## src/rtl/board_uart_tx.sv

```systemverilog
// Purpose : serialises a 4x4 board snapshot (16 x 20-bit tiles) plus the 21-bit score into one 8N1 UART frame.
// Latency : the start bit of the sync byte drives tx the cycle after start is accepted; the frame lasts N_BYTES*10*CLKS_PER_BIT cycles.
// Backpr. : none; start is honoured only while busy=0, is ignored while busy=1 and is never queued.
//
// Ports: clk/rst (synchronous, active-high reset), start (frame request),
//        board[319:0] (tile i at [20*i+19:20*i]), score[20:0],
//        busy (frame in flight), done (one-cycle pulse on completion), tx (serial line, idle high).
// Optional: define BOARD_TX_CHECKSUM_EN to append an XOR checksum of the 51 payload bytes (53-byte frame instead of 52).
module board_uart_tx #(
    parameter int unsigned CLKS_PER_BIT = 868,
    parameter logic [7:0]  SYNC_BYTE    = 8'hA5
) (
    input  logic         clk,
    input  logic         rst,
    input  logic         start,
    input  logic [319:0] board,
    input  logic [20:0]  score,
    output logic         busy,
    output logic         done,
    output logic         tx
);

`ifdef BOARD_TX_CHECKSUM_EN
    localparam int N_BYTES = 53;
`else
    localparam int N_BYTES = 52;
`endif
    localparam int                BAUD_W    = (CLKS_PER_BIT > 1) ? $clog2(CLKS_PER_BIT) : 1;
    localparam logic [BAUD_W-1:0] BAUD_LAST = BAUD_W'(CLKS_PER_BIT - 1);
    localparam logic [5:0]        BYTE_LAST = 6'(N_BYTES - 1);

    typedef enum logic [1:0] {IDLE, START, DATA, STOP} state_t;

    state_t              state_q, state_d;
    logic [BAUD_W-1:0]   baud_cnt;
    logic [2:0]          bit_idx;
    logic [5:0]          byte_idx;
    logic [7:0]          shift_q;
    logic [319:0]        snap_board;
    logic [20:0]         snap_score;
    logic                done_q;
`ifdef BOARD_TX_CHECKSUM_EN
    logic [7:0]          csum_q;
`endif

    logic [7:0]          frame [0:N_BYTES-1];
    logic                baud_last;
    logic                last_byte;
    logic                frame_end;
    logic [5:0]          next_idx;
    logic [7:0]          next_byte;

    // Byte mux over the snapshot: every field is zero-extended to 24 bits and sent MSB byte first.
    always_comb begin
        frame[0] = SYNC_BYTE;
        for (int t = 0; t < 16; t++) begin
            frame[1 + 3*t] = {4'h0, snap_board[20*t + 16 +: 4]};
            frame[2 + 3*t] = snap_board[20*t + 8 +: 8];
            frame[3 + 3*t] = snap_board[20*t +: 8];
        end
        frame[49] = {3'b000, snap_score[20:16]};
        frame[50] = snap_score[15:8];
        frame[51] = snap_score[7:0];
`ifdef BOARD_TX_CHECKSUM_EN
        frame[52] = csum_q;
`endif
    end

    assign baud_last = (baud_cnt == BAUD_LAST);
    assign last_byte = (byte_idx == BYTE_LAST);
    assign frame_end = (state_q == STOP) && baud_last && last_byte;
    // Clamped so the mux index never leaves the frame, even on the final stop bit.
    assign next_idx  = last_byte ? byte_idx : byte_idx + 6'd1;
    assign next_byte = frame[next_idx];

    // FSM state register
    always_ff @(posedge clk) begin
        if (rst) begin
            state_q <= IDLE;
        end else begin
            state_q <= state_d;
        end
    end

    // FSM next state and line level
    always_comb begin
        state_d = state_q;
        tx      = 1'b1;
        case (state_q)
            IDLE: begin
                if (start) begin
                    state_d = START;
                end
            end
            START: begin
                tx = 1'b0;
                if (baud_last) begin
                    state_d = DATA;
                end
            end
            DATA: begin
                tx = shift_q[0];
                if (baud_last && (bit_idx == 3'd7)) begin
                    state_d = STOP;
                end
            end
            STOP: begin
                if (baud_last) begin
                    state_d = last_byte ? IDLE : START;
                end
            end
            default: state_d = IDLE;
        endcase
    end

    // Datapath: snapshot, counters, shift register, checksum, done pulse
    always_ff @(posedge clk) begin
        if (rst) begin
            baud_cnt   <= '0;
            bit_idx    <= '0;
            byte_idx   <= '0;
            shift_q    <= '0;
            snap_board <= '0;
            snap_score <= '0;
            done_q     <= 1'b0;
`ifdef BOARD_TX_CHECKSUM_EN
            csum_q     <= '0;
`endif
        end else begin
            done_q <= frame_end;

            // Held at 0 while idle so the first start bit gets a full period.
            if ((state_q == IDLE) || baud_last) begin
                baud_cnt <= '0;
            end else begin
                baud_cnt <= baud_cnt + 1'b1;
            end

            case (state_q)
                IDLE: begin
                    if (start) begin
                        snap_board <= board;
                        snap_score <= score;
                        byte_idx   <= '0;
                        bit_idx    <= '0;
                        shift_q    <= SYNC_BYTE;
`ifdef BOARD_TX_CHECKSUM_EN
                        csum_q     <= '0;
`endif
                    end
                end
                DATA: begin
                    if (baud_last) begin
                        shift_q <= {1'b0, shift_q[7:1]};
                        bit_idx <= (bit_idx == 3'd7) ? 3'd0 : bit_idx + 3'd1;
                    end
                end
                STOP: begin
                    if (baud_last && !last_byte) begin
                        byte_idx <= next_idx;
                        shift_q  <= next_byte;
`ifdef BOARD_TX_CHECKSUM_EN
                        // Fold in payload bytes only; the checksum slot itself is excluded.
                        if (next_idx != BYTE_LAST) begin
                            csum_q <= csum_q ^ next_byte;
                        end
`endif
                    end
                end
                default: ;
            endcase
        end
    end

    assign busy = (state_q != IDLE);
    assign done = done_q;

endmodule

```

## config.mk

```make
export PLATFORM = sky130hd
export DESIGN_NAME = board_uart_tx
export DESIGN_NICKNAME = d
export VERILOG_FILES = /design/src/rtl/board_uart_tx.sv
export SDC_FILE = /design/constraint.sdc
export NUM_CORES = 1
export LEC_CHECK = 0
export BUFFER_PORTS_ARGS = -buffer_cell sky130_fd_sc_hd__buf_2
export CAP_MARGIN = 10
export CELL_PAD_IN_SITES_DETAIL_PLACEMENT = 0
export CELL_PAD_IN_SITES_GLOBAL_PLACEMENT = 1
export CORE_AREA = 3 3 211 213
export CTS_CLUSTER_SIZE = 12
export DETAILED_ROUTE_END_ITERATION = 6
export DIE_AREA = 0 0 214 216
export PLACE_DENSITY = 0.81
export SKIP_LAST_GASP = 1
export SLEW_MARGIN = 20
export SYNTH_ARGS = -nofsm -noshare
export SYNTH_HDL_FRONTEND = slang
export SYNTH_SLANG_ARGS = --single-unit
```

## constraint.sdc

```tcl
create_clock -name clk -period 2.9 [get_ports clk]
set_input_delay 0.58 -clock clk [delete_from_list [all_inputs] [get_ports clk]]
set_output_delay 0.58 -clock clk [all_outputs]
set_load 0.1 [all_outputs]
```

* Word level (Yosys, flattened, before mapping)
Cells that the tools add are included.
** Word-level totals
- Output and inout bits :: 3
- Logic and storage cells :: 64
- Input bits :: 344
- Flip-flop bits (word level) :: 371
** Operators by class
- Multiplexer cells :: 22
- Magnitude comparators :: 1
- Reduce and logical (&&, ||, !) cells :: 17
- Add/subtract/negate cells :: 3
- Bitwise operators :: 1
- Equal/unequal tests :: 12
** Operator list (count)
- 8-bit binary-select mux with 6-bit select :: 1
- 8-bit 2-to-1 mux :: 5
- 8-bit one-hot mux with 3 select lines :: 1
- 6-bit 2-to-1 mux :: 3
- 6-bit one-hot mux with 2 select lines :: 1
- 10-bit by 1-bit adder with 10-bit output (second input constant) :: 1
- 10-bit == test (second input constant) :: 1
- 2-bit inequality test (second input constant) :: 5
- 3-bit 2-to-1 mux :: 3
- 2-bit 2-to-1 mux :: 4
- 2-bit one-hot mux with 4 select lines :: 1
- 4-bit AND reduction :: 2
- 7-bit >= comparator (second input constant) :: 1
- 6-bit NOT with 7-bit output :: 1
- 6-bit by 1-bit adder with 6-bit output (second input constant) :: 1
- 6-bit == test (second input constant) :: 1
- 3-bit one-hot mux with 2 select lines :: 1
- 3-bit AND reduction :: 2
- 2-bit nonzero test :: 3
- 2-bit == test (second input constant) :: 2
- 1-bit logical AND :: 4
- 3-bit by 1-bit adder with 3-bit output (second input constant) :: 1
- 3-bit == test (second input constant) :: 1
- 3-bit nonzero test :: 1
- 9 further kinds :: 9

* Logic depth before layout (Yosys ltp)
Gate-level depths: netlist of run 1.
- Depth after elaboration :: 8
- Mapped depth :: 13
- Gate-level depth less buffers :: 10

* Worst setup path before layout of run 1
Ideal clock, no wire load.
- Kind :: register to output
- Start point :: register state_q[0]
- End point :: output tx
- Arrival time :: 2765 ps
- Cell stages (with the launch flop) :: 6
- Buffers on the path :: 2
- Data required time :: 2320 ps
- Slack :: -445 ps
- Path through :: dfxtp_1 -> inv_1 -> ha_1 -> clkbuf_1 -> buf_1 -> mux2i_1
** On the way
- Word-level cells in the longest chain between the ends :: 2
- Elaborated cells on any way between the ends :: 3
- Classes of those cells :: eq/ne: 2; mux: 1
** RTL lines
- start: declaration :: line 34 : state_t state_q, state_d;
- start signal: assignment :: line 81 : state_q <= state_d;
- 2-bit == test or 2-bit by 1-bit == test with 1-bit output (tied branches) :: line 89 : case (state_q)
- 1-bit one-hot mux with 2 select lines * :: line 89
- end: declaration :: line 20 : output logic tx
Every way passes the cells marked *; elsewhere a longest branch is shown, timed or not.

* Worst setup path in the final report of run 1
- Start point :: register byte_idx[0]
- End point :: register shift_q[7]
** On the way
- Word-level cells in the longest chain between the ends :: 8
- Elaborated cells on any way between the ends :: 13
- Classes of those cells :: add/sub: 1; eq/ne: 2; mux: 6; bitwise: 1; reduce/logical: 3
** RTL lines
- start: declaration :: line 37 : logic [5:0] byte_idx;
- start signal: assignment :: line 160 : byte_idx <= next_idx;
- 6-bit by 1-bit adder with 6-bit output or 6-bit == test (tied branches) :: line 73, 70
- 6-bit 2-to-1 mux :: line 73 : assign next_idx = last_byte ? byte_idx : byte_idx + 6'd1;
- 6-bit NOT with 7-bit output (not written as such) :: line 74 : assign next_byte = frame[next_idx];
- 8-bit binary-select mux with 6-bit select :: line 74
- 8-bit 2-to-1 mux (not written as such) (2 in series) :: line 74
- 8-bit 2-to-1 mux :: line 159 : if (baud_last && !last_byte) begin
- 8-bit one-hot mux with 3 select lines :: line 139 : case (state_q)
- end signal: assignment :: line 154 : shift_q <= {1'b0, shift_q[7:1]};
- end signal: assignment :: line 161 : shift_q <= next_byte;
- end: declaration :: line 38 : logic [7:0] shift_q;
Parallel ways exist; a longest one is shown, timed or not. The select of a mux whose other input is x is not followed.
A chain may end at the register's enable or synchronous reset.

==> results of run 1 <==
## kinds of logic after synthesis
group	after synthesis	share of synthesized area [%]
xor+xnor	14	0.766
simple gates	939	22.5
mux	64	4.32
compound gates	633	22.8
buf+inv	199	5.18
flops	371	43.7
fa+ha+maj	9	0.663
## flip-flops by register name, indices dropped and copies added, names as in the netlist
| register | cells |
|---|---|
| baud_cnt | 10 |
| bit_idx | 3 |
| byte_idx | 6 |
| done | 1 |
| shift_q | 8 |
| snap_board | 320 |
| snap_score | 21 |
| state_q | 2 |
## final cells by class
type	instances	area (µm²)	share of cell area (%)
clock buffers	58	1160	5.46
clock inverters	7	77.6	0.365
multi-input cells	1659	8770	41.3
inverters	15	56.3	0.265
repair buffers	484	3030	14.2
flip-flops and latches	371	7430	35.0
well taps	585	732	3.44
## routing by layer
metal | part of all wire (%) | vias up | track usage, %
met5 | 0 | - | 0
met4 | 3.2 | 0 | 9.56
met3 | 6.6 | 124 | 3.80
met2 | 46 | 667 | 46.9
met1 | 44 | 8369 | 38.3
li1 | - | 8383 | -
## worst max path at each step
stage,start,to,slack [ps],depth (start not counted)
6_report,byte_idx[0],shift_q[7],-40,12
5_1_grt,byte_idx[0],shift_q[6],-90,11
4_1_cts,byte_idx[1],shift_q[4],10,9
3_5_place_dp,byte_idx[1],shift_q[6],-90,10
3_3_place_gp,byte_idx[1],shift_q[6],-80,10
2_1_floorplan,state_q[0],tx,60,5
## power groups by stage
stage,clock (mW),sequential [mW],combinational (mW)
after floorplan,0,6.55,3.33
after global placement,0,6.87,4.92
after detailed placement,0,6.88,4.98
after CTS,5.03,6.78,5.00
after global routing,5.24,6.88,5.59
final,4.97,6.81,5.03
## per-stage QoR
step / worst slack, ps / total power [mW] / instance area [µm²] / TNS (ps)
final: -37.8 / 16.8 / 21300 / -37.8
after global placement: -81.2 / 11.8 / 19900 / -81.2
after detailed placement: -90.4 / 11.9 / 19900 / -114
after floorplan: 60.4 / 9.88 / 17000 / 0
after global routing: -87.6 / 17.7 / 21300 / -239
after CTS: 11.6 / 16.8 / 21200 / 0
## cells in the final DEF, fill, tap and decap left out, types with 10 or more instances in the layout
cell,instances
dfxtp_1,370
o22ai_1,14
o21ai_0,40
nand2_1,763
buf_12,16
a31oi_1,14
a21oi_1,382
inv_1,15
nand2b_1,11
nor2_1,54
a211oi_1,13
mux2_2,14
o221ai_1,18
mux2i_1,42
buf_4,118
a221oi_1,47
nor3_1,25
nand3_1,30
buf_2,344
clkbuf_1,10
clkbuf_16,42
## worst max-delay path, cell delays in order, from the launching register on
cell and delay, ps:
dfxtp_2 410, ha_2 240, buf_4 170, nand2b_1 150
a21boi_2 260, buf_12 220, nand2_1 100, buf_4 180
a211oi_1 460, o41ai_1 150, buf_4 170, nand3_1 150
a211oi_1 90
## what timing repair did
action | CTS | global route
endpoints found under the setup margin | 4 | 9
resized for setup | 4 | 12
pin swaps | 1 | 1
hold buffers | 0 | 0
hold endpoints to repair | 0 | 0
cloned | 0 | 1
buffers inserted | 0 | 2
==> impl_results.html, run 1 <==
<table>
<tr><th>Metric</th><th>Value</th></tr>
<tr><th colspan="2">Yosys</th></tr>
<tr><td>Share of the synthesized area in the top cell type</td><td>43.7%</td></tr>
<tr><td>Predominant post-synthesis flop cell</td><td>dfxtp_1</td></tr>
<tr><td>Post-synth design cell area</td><td>17,000 µm²</td></tr>
<tr><td>Cells after synthesis</td><td>2,229</td></tr>
<tr><td>Post-synthesis sequential element count</td><td>371</td></tr>
<tr><td>Most area-hungry cell type in the Yosys netlist</td><td>dfxtp_1</td></tr>
<tr><td>Count of flip-flops with a built-in enable after synthesis</td><td>0</td></tr>
<tr><td>Synthesized netlist net count</td><td>2,582</td></tr>
<tr><td>Synth cell count leaders</td><td>nand2_1 (764), a21oi_1 (385), dfxtp_1 (371), clkbuf_1 (124), nor2_1 (54)</td></tr>
<tr><td>Seq/Total Area, Yosys</td><td>43.7%</td></tr>
<tr><td>Area contributors post-synth</td><td>dfxtp_1 (44%), nand2_1 (17%), a21oi_1 (11%)</td></tr>
<tr><td>Dominant cell by count in the synthesized netlist</td><td>nand2_1</td></tr>
<tr><td>Yosys warnings</td><td>0</td></tr>
<tr><td>Async set-or-reset flop fraction in the synthesized netlist</td><td>0%</td></tr>
<tr><td>Post-synth cell types</td><td>92</td></tr>
<tr><td>Post-synthesis average cell area</td><td>7.63 µm²</td></tr>
<tr><th colspan="2">Final layout</th></tr>
<tr><td>Count of non-filler cells in the finished layout</td><td>3,179</td></tr>
<tr><td>Nets</td><td>2,924</td></tr>
<tr><td>Total inserted antenna cells</td><td>0</td></tr>
<tr><td>Growth of design area from synthesis to finish</td><td>25.0%</td></tr>
<tr><td>Count of filler cells inserted in the layout</td><td>4,297</td></tr>
<tr><td>Proportion of layout cells with a drive suffix above 1</td><td>23.3%</td></tr>
<tr><td>Post-layout util</td><td>49.6%</td></tr>
<tr><th colspan="2">Clock network</th></tr>
<tr><td>Clock Tree Buf Depth</td><td>3</td></tr>
<tr><td>Clock tree from TritonCTS</td><td>done</td></tr>
<tr><td>Total number of H-tree levels</td><td>2</td></tr>
<tr><td>Library cell used as clock root buffer</td><td>clkbuf_16</td></tr>
<tr><td>TritonCTS Sinks</td><td>371</td></tr>
<tr><td>Clock latency on the worst-skew pair</td><td>560 ps</td></tr>
<tr><td>Clk slew on worst S/H paths</td><td>60 ps</td></tr>
<tr><td>Num CTS Buffers</td><td>40</td></tr>
<tr><th colspan="2">Critical path</th></tr>
<tr><td>Kind of end point of the critical path</td><td>register</td></tr>
<tr><td>Depth of the worst register-to-register path</td><td>12</td></tr>
<tr><td>Arrival time of the worst setup path</td><td>3350 ps</td></tr>
<tr><td>Required @ worst endpoint</td><td>3310 ps</td></tr>
<tr><td>Kind of start point of the critical path</td><td>register</td></tr>
<tr><td>CP Max Fanout</td><td>20</td></tr>
<tr><td>Setup Crit Path Kind</td><td>register to register</td></tr>
<tr><td>Endpoint of the lowest-slack register-to-register path</td><td>shift_q[7]</td></tr>
<tr><td>Launching point of the worst reg2reg path</td><td>byte_idx[0]</td></tr>
<tr><td>Worst R2R Setup Slack</td><td>-40 ps</td></tr>
<tr><th colspan="2">Job</th></tr>
<tr><td>Max capacitance violation total</td><td>0</td></tr>
<tr><th colspan="2">Die</th></tr>
<tr><td>Area of the core</td><td>42,900 µm²</td></tr>
<tr><td>DIE HEIGHT</td><td>216 µm</td></tr>
<tr><td>Starting density of the core</td><td>39.6%</td></tr>
<tr><td>Width of the die</td><td>214 µm</td></tr>
<tr><td>Die Area</td><td>46,200 µm²</td></tr>
<tr><td>Floorplan row count</td><td>76</td></tr>
<tr><td>Number of ports placed on the die boundary</td><td>347</td></tr>
<tr><th colspan="2">Worst hold path</th></tr>
<tr><td>Classification of the worst-slack hold path</td><td>input pin to register</td></tr>
<tr><td>Worst Hold Launch</td><td>board[103]</td></tr>
<tr><td>Min-Delay Path Depth</td><td>3</td></tr>
<tr><td>WHS Endpoint</td><td>snap_board[103]</td></tr>
<tr><th colspan="2">GRT</th></tr>
<tr><td>Number of global-route vias before repair</td><td>17,200</td></tr>
<tr><td>Pin count of the biggest net entering global routing</td><td>112</td></tr>
<tr><td>Total routing usage reported by global routing</td><td>28.4%</td></tr>
<tr><td>First-pass GRT wire length</td><td>102,000 µm</td></tr>
<tr><td>Number of antenna violations at the first check in global routing</td><td>0</td></tr>
<tr><td>Gr ovfl total</td><td>0</td></tr>
<tr><th colspan="2">Routing</th></tr>
<tr><td>DR pass1 iterations</td><td>5</td></tr>
<tr><td>Post-detailed-route DRC marker count</td><td>0</td></tr>
<tr><td>DR vias</td><td>17,500</td></tr>
<tr><td>Number of vias per cell</td><td>5.52</td></tr>
<tr><td>Wirelength per Cell</td><td>21.4 µm</td></tr>
<tr><td>Violation count after the first detailed-routing iteration</td><td>1,510</td></tr>
<tr><td>Routed Antenna Nets</td><td>0</td></tr>
<tr><td>Detailed-route wire length</td><td>67,900 µm</td></tr>
<tr><th colspan="2">Placed design</th></tr>
<tr><td>Number of buffer cells added on primary ports</td><td>346</td></tr>
<tr><td>Number of cells after detailed placement</td><td>3,111</td></tr>
<tr><td>Final estimated routing congestion in global placement</td><td>0.948</td></tr>
<tr><td>Detailed placer's ending HPWL</td><td>51,500 µm</td></tr>
<tr><th colspan="2">Status</th></tr>
<tr><td>Outcome</td><td>finished, violations left</td></tr>
<tr><td>Violations in the final reports</td><td>setup timing</td></tr>
<tr><th colspan="2">Power</th></tr>
<tr><td>Net switching power figure</td><td>6.07 mW</td></tr>
<tr><td>Sequential power share</td><td>40.5%</td></tr>
<tr><td>Part of the power in the clock network</td><td>29.6%</td></tr>
<tr><td>Power per cell area</td><td>791 nW/µm²</td></tr>
<tr><td>Worst-case vdd ir drop</td><td>470 µV</td></tr>
<tr><td>Leakage</td><td>8.39 nW</td></tr>
<tr><td>Switching portion of total power</td><td>36.1%</td></tr>
<tr><td>Comb power frac</td><td>29.9%</td></tr>
<tr><td>Internal Pwr Total</td><td>10.7 mW</td></tr>
<tr><th colspan="2">STA</th></tr>
<tr><td>Final setup viols</td><td>1</td></tr>
<tr><td>Share of the clock period used by the worst path after layout</td><td>101%</td></tr>
<tr><td>Slack of the critical path</td><td>-37.8 ps</td></tr>
<tr><td>Max Fclk</td><td>0.340 GHz</td></tr>
<tr><td>Shortest period the worst path allows</td><td>2940 ps</td></tr>
<tr><td>RSZ-0062 raised after global routing</td><td>yes</td></tr>
<tr><td>Number of hold violations in the final report</td><td>0</td></tr>
<tr><td>Actual transition at the worst max-transition pin</td><td>854 ps</td></tr>
<tr><td>Final-report max-slew violation count</td><td>0</td></tr>
<tr><td>Headroom to the max-slew limit</td><td>43.1%</td></tr>
<tr><td>Tightest hold margin</td><td>247 ps</td></tr>
<tr><td>Setup skew after layout</td><td>9.33 ps</td></tr>
</table>
No activity file was read; power rests on OpenSTA's default activity.
==> run 2: changes to the inputs <==
--- a/config.mk
+++ b/config.mk
@@ -9,11 +9,12 @@
 export CAP_MARGIN = 10
 export CELL_PAD_IN_SITES_DETAIL_PLACEMENT = 0
 export CELL_PAD_IN_SITES_GLOBAL_PLACEMENT = 1
-export CORE_AREA = 3 3 211 213
+export CORE_AREA = 3 3 222 224
 export CTS_CLUSTER_SIZE = 12
 export DETAILED_ROUTE_END_ITERATION = 6
-export DIE_AREA = 0 0 214 216
-export PLACE_DENSITY = 0.81
+export DIE_AREA = 0 0 225 227
+export PLACE_DENSITY = 0.77
+export SKIP_CTS_REPAIR_TIMING = 1
 export SKIP_LAST_GASP = 1
 export SLEW_MARGIN = 20
 export SYNTH_ARGS = -nofsm -noshare
==> constraint.sdc (replaced) <==
create_clock -name clk -period 2.7 [get_ports clk]
set_input_delay 0.54 -clock clk [delete_from_list [all_inputs] [get_ports clk]]
set_output_delay 0.54 -clock clk [all_outputs]
set_load 0.1 [all_outputs]
==> impl_results.html, run 2 (synthesis gave the netlist of run 1 again) <==
<table>
<tr><th>Metric</th><th>Value</th></tr>
<tr><th colspan="2">Final layout</th></tr>
<tr><td>Nets</td><td>3,002 (+2.7%)</td></tr>
<tr><td>Post-layout util</td><td>47.0% (-2.5 points)</td></tr>
<tr><td>Area occupied by registers</td><td>7430 µm² (about the same)</td></tr>
<tr><td>Count of filler cells inserted in the layout</td><td>4,792 (+12%)</td></tr>
<tr><td>Area occupied by multi-input gates</td><td>9000 µm² (+2.6%)</td></tr>
<tr><td>Proportion of layout cells with a drive suffix above 1</td><td>26.8% (+3.5 points)</td></tr>
<tr><td>Number of flip-flops in the largest register</td><td>320 (unchanged)</td></tr>
<tr><td>Largest registers</td><td>snap_board x320, snap_score x21, baud_cnt x10</td></tr>
<tr><td>Top library cells by usage in the layout, fill and taps aside</td><td>nand2_1 (760), a21oi_1 (380), dfxtp_1 (369)</td></tr>
<tr><td>Most common cell after layout, fill and taps aside</td><td>nand2_1</td></tr>
<tr><td>Total inserted antenna cells</td><td>0 (unchanged)</td></tr>
<tr><td>Growth of design area from synthesis to finish</td><td>31.5%</td></tr>
<tr><td>Biggest register</td><td>snap_board</td></tr>
<tr><th colspan="2">STA</th></tr>
<tr><td>Shortest period the worst path allows</td><td>2710 ps (-232 ps)</td></tr>
<tr><td>Setup skew after layout</td><td>27.4 ps (+18.1 ps)</td></tr>
<tr><td>RSZ-0062 raised after global routing</td><td>yes</td></tr>
<tr><td>Number of hold violations in the final report</td><td>0 (unchanged)</td></tr>
<tr><td>Slack of the critical path</td><td>-5.77 ps (+32.0 ps)</td></tr>
<tr><td>Share of the clock period used by the worst path after layout</td><td>100% (-1.1 points)</td></tr>
<tr><td>Headroom to the max-slew limit</td><td>58.6% (+16 points)</td></tr>
<tr><td>Final-report max-slew violation count</td><td>0 (unchanged)</td></tr>
<tr><td>Final setup viols</td><td>1 (unchanged)</td></tr>
<tr><td>Max Fclk</td><td>0.370 GHz (+8.6%)</td></tr>
<tr><td>Total Negative Setup Slacks</td><td>-5.77 ps (+32.0 ps)</td></tr>
<tr><td>Actual transition at the worst max-transition pin</td><td>621 ps (-233 ps)</td></tr>
<tr><th colspan="2">Power</th></tr>
<tr><td>Leakage</td><td>8.92 nW (+6.4%)</td></tr>
<tr><td>Sequential power share</td><td>39.7% (-0.8 points)</td></tr>
<tr><td>Total Power Consumption</td><td>18.7 mW (+11%)</td></tr>
<tr><td>Power per cell area</td><td>835 nW/µm² (+5.5%)</td></tr>
<tr><td>Internal Pwr Total</td><td>11.9 mW (+10%)</td></tr>
<tr><td>Part of the power in the clock network</td><td>29.0% (-0.6 points)</td></tr>
<tr><td>Worst-case vdd ir drop</td><td>512 µV (+9.0%)</td></tr>
<tr><td>Comb power frac</td><td>31.3% (+1.4 points)</td></tr>
<tr><td>Net switching power figure</td><td>6.80 mW (+12%)</td></tr>
<tr><td>Switching portion of total power</td><td>36.4% (+0.37 points)</td></tr>
<tr><th colspan="2">Placed design</th></tr>
<tr><td>DP Worst Slack</td><td>-280 ps (-190 ps)</td></tr>
<tr><td>Detailed placer's ending HPWL</td><td>55,200 µm (+7.2%)</td></tr>
<tr><td>Number of buffer cells added on primary ports</td><td>346 (unchanged)</td></tr>
<tr><td>Final estimated routing congestion in global placement</td><td>0.982 (+3.5%)</td></tr>
<tr><th colspan="2">Worst hold path</th></tr>
<tr><td>Min-Delay Path Depth</td><td>3 (unchanged)</td></tr>
<tr><td>Classification of the worst-slack hold path</td><td>input pin to register</td></tr>
<tr><th colspan="2">Die</th></tr>
<tr><td>Starting density of the core</td><td>35.7% (-3.9 points)</td></tr>
<tr><td>Floorplan row count</td><td>80 (+5.3%)</td></tr>
<tr><td>Area of the core</td><td>47,500 µm² (+11%)</td></tr>
<tr><td>DIE HEIGHT</td><td>227 µm (+5.1%)</td></tr>
<tr><td>Width of the die</td><td>225 µm (+5.1%)</td></tr>
<tr><td>Die Area</td><td>51,100 µm² (+10%)</td></tr>
<tr><td>Number of ports placed on the die boundary</td><td>347 (unchanged)</td></tr>
<tr><th colspan="2">Job</th></tr>
<tr><td>Max capacitance violation total</td><td>0 (unchanged)</td></tr>
<tr><th colspan="2">Critical path</th></tr>
<tr><td>Stages on worst setup path</td><td>11 (-1)</td></tr>
<tr><td>Largest incremental delay on the critical path</td><td>330 ps (-130 ps)</td></tr>
<tr><td>Setup Crit Path Kind</td><td>register to register</td></tr>
<tr><td>Arrival time of the worst setup path</td><td>3160 ps (-190 ps)</td></tr>
<tr><td>Kind of end point of the critical path</td><td>register</td></tr>
<tr><td>Combined buffer and inverter count along the critical path</td><td>3 (-1)</td></tr>
<tr><td>Kind of start point of the critical path</td><td>register</td></tr>
<tr><td>CP Max Fanout</td><td>8 (-60%)</td></tr>
<tr><td>Highest-delay cell along the critical path</td><td>dfxtp_1</td></tr>
<tr><td>Depth of the worst register-to-register path</td><td>11 (-1)</td></tr>
<tr><td>Cells traversed along the worst timing path</td><td>and3b_2 -&gt; buf_4 -&gt; buf_4 -&gt; a211oi_4 -&gt; a21oi_4 -&gt; buf_4 -&gt; o22ai_1 -&gt; o21ai_0 -&gt; o21ai_1 -&gt; a31oi_1 -&gt; o41a_1</td></tr>
<tr><td>Critical path's top delay family</td><td>compound AO/OA/AOI/OAI gates</td></tr>
<tr><td>Required @ worst endpoint</td><td>3160 ps (-150 ps)</td></tr>
<tr><td>Cell seen most often among critical-path stages</td><td>buf_4</td></tr>
<tr><th colspan="2">Routing</th></tr>
<tr><td>Post-detailed-route DRC marker count</td><td>0 (unchanged)</td></tr>
<tr><td>Wirelength per Cell</td><td>21.7 µm (+1.4%)</td></tr>
<tr><td>Number of vias per cell</td><td>5.46 (-1.0%)</td></tr>
<tr><td>Routed Antenna Nets</td><td>0 (unchanged)</td></tr>
<tr><td>DR vias</td><td>18,000 (+2.5%)</td></tr>
<tr><td>Detailed-route wire length</td><td>71,300 µm (+5.0%)</td></tr>
<tr><td>DR pass1 iterations</td><td>6 (+1)</td></tr>
<tr><td>Violation count after the first detailed-routing iteration</td><td>1,628 (+7.8%)</td></tr>
<tr><th colspan="2">Status</th></tr>
<tr><td>Outcome</td><td>finished, violations left</td></tr>
<tr><td>Violations in the final reports</td><td>setup timing</td></tr>
<tr><th colspan="2">Clock network</th></tr>
<tr><td>TritonCTS Sinks</td><td>371 (unchanged)</td></tr>
<tr><td>Num CTS Buffers</td><td>42 (+5.0%)</td></tr>
<tr><td>Clk slew on worst S/H paths</td><td>60 ps (about the same)</td></tr>
<tr><td>Clock latency on the worst-skew pair</td><td>570 ps (about the same)</td></tr>
<tr><td>Clock tree from TritonCTS</td><td>done</td></tr>
<tr><td>Total number of H-tree levels</td><td>2 (unchanged)</td></tr>
<tr><td>Library cell used as clock root buffer</td><td>clkbuf_16</td></tr>
<tr><td>Clock Tree Buf Depth</td><td>3 (unchanged)</td></tr>
<tr><th colspan="2">GRT</th></tr>
<tr><td>Pin count of the biggest net entering global routing</td><td>134 (+20%)</td></tr>
<tr><td>Total routing usage reported by global routing</td><td>26.5% (-1.8 points)</td></tr>
<tr><td>Number of global-route vias before repair</td><td>16,900 (-1.3%)</td></tr>
<tr><td>Gr ovfl total</td><td>0 (unchanged)</td></tr>
<tr><td>Number of antenna violations at the first check in global routing</td><td>0 (unchanged)</td></tr>
<tr><td>First-pass GRT wire length</td><td>103,000 µm (+1.4%)</td></tr>
</table>
run 2: power groups by stage:
| stage | logic [mW] | registers, mW | clock network (mW) |
|---|---|---|---|
| after floorplan | 3.59 | 7.03 | 0 |
| after global placement | 5.56 | 7.48 | 0 |
| after detailed placement | 5.63 | 7.48 | 0 |
| after CTS | 5.65 | 7.37 | 5.50 |
| after global routing | 6.40 | 7.47 | 5.73 |
| final | 5.84 | 7.40 | 5.42 |
run 2: metrics by stage:
step | instance area (µm²) | cells | hold WS, ps
after detailed placement | 20500 | 3197 | 434
after floorplan | 17000 | 2229 | 413
after global routing | 22400 | 3292 | 208
after CTS | 21800 | 3269 | 190
final | 22400 | 3292 | 217
after global placement | 20500 | 3197 | 422
run 2: final timing paths:
path | start | to | slack [ps]
min reg2reg | baud_cnt[0] | baud_cnt[0] | 410
max | byte_idx[3] | shift_q[2] | -6
min | board[44] | snap_board[44] | 220
max reg2reg | byte_idx[3] | shift_q[2] | -6
run 2: tightest hold or removal path: stages:
cell     delay [ps]
buf_2            90
nand2_1          50
a21oi_1          50
run 2: metal layers:
metal | up-vias | GRT usage, % | share of wire [%]
met3 | 136 | 3.29 | 5.5
met5 | - | 0 | 0
met4 | 0 | 9.10 | 3.3
met2 | 654 | 45.5 | 48
li1 | 8538 | - | -
met1 | 8654 | 34.8 | 43
run 2: cell type report:
type,count,share of cell area [%]
inverter,15,0.252
sequential,371,33.2
clock buffer,61,5.38
timing repair buffer,560,17.0
tap,615,3.44
clock inverter,11,0.364
multi-input combinational,1659,40.3
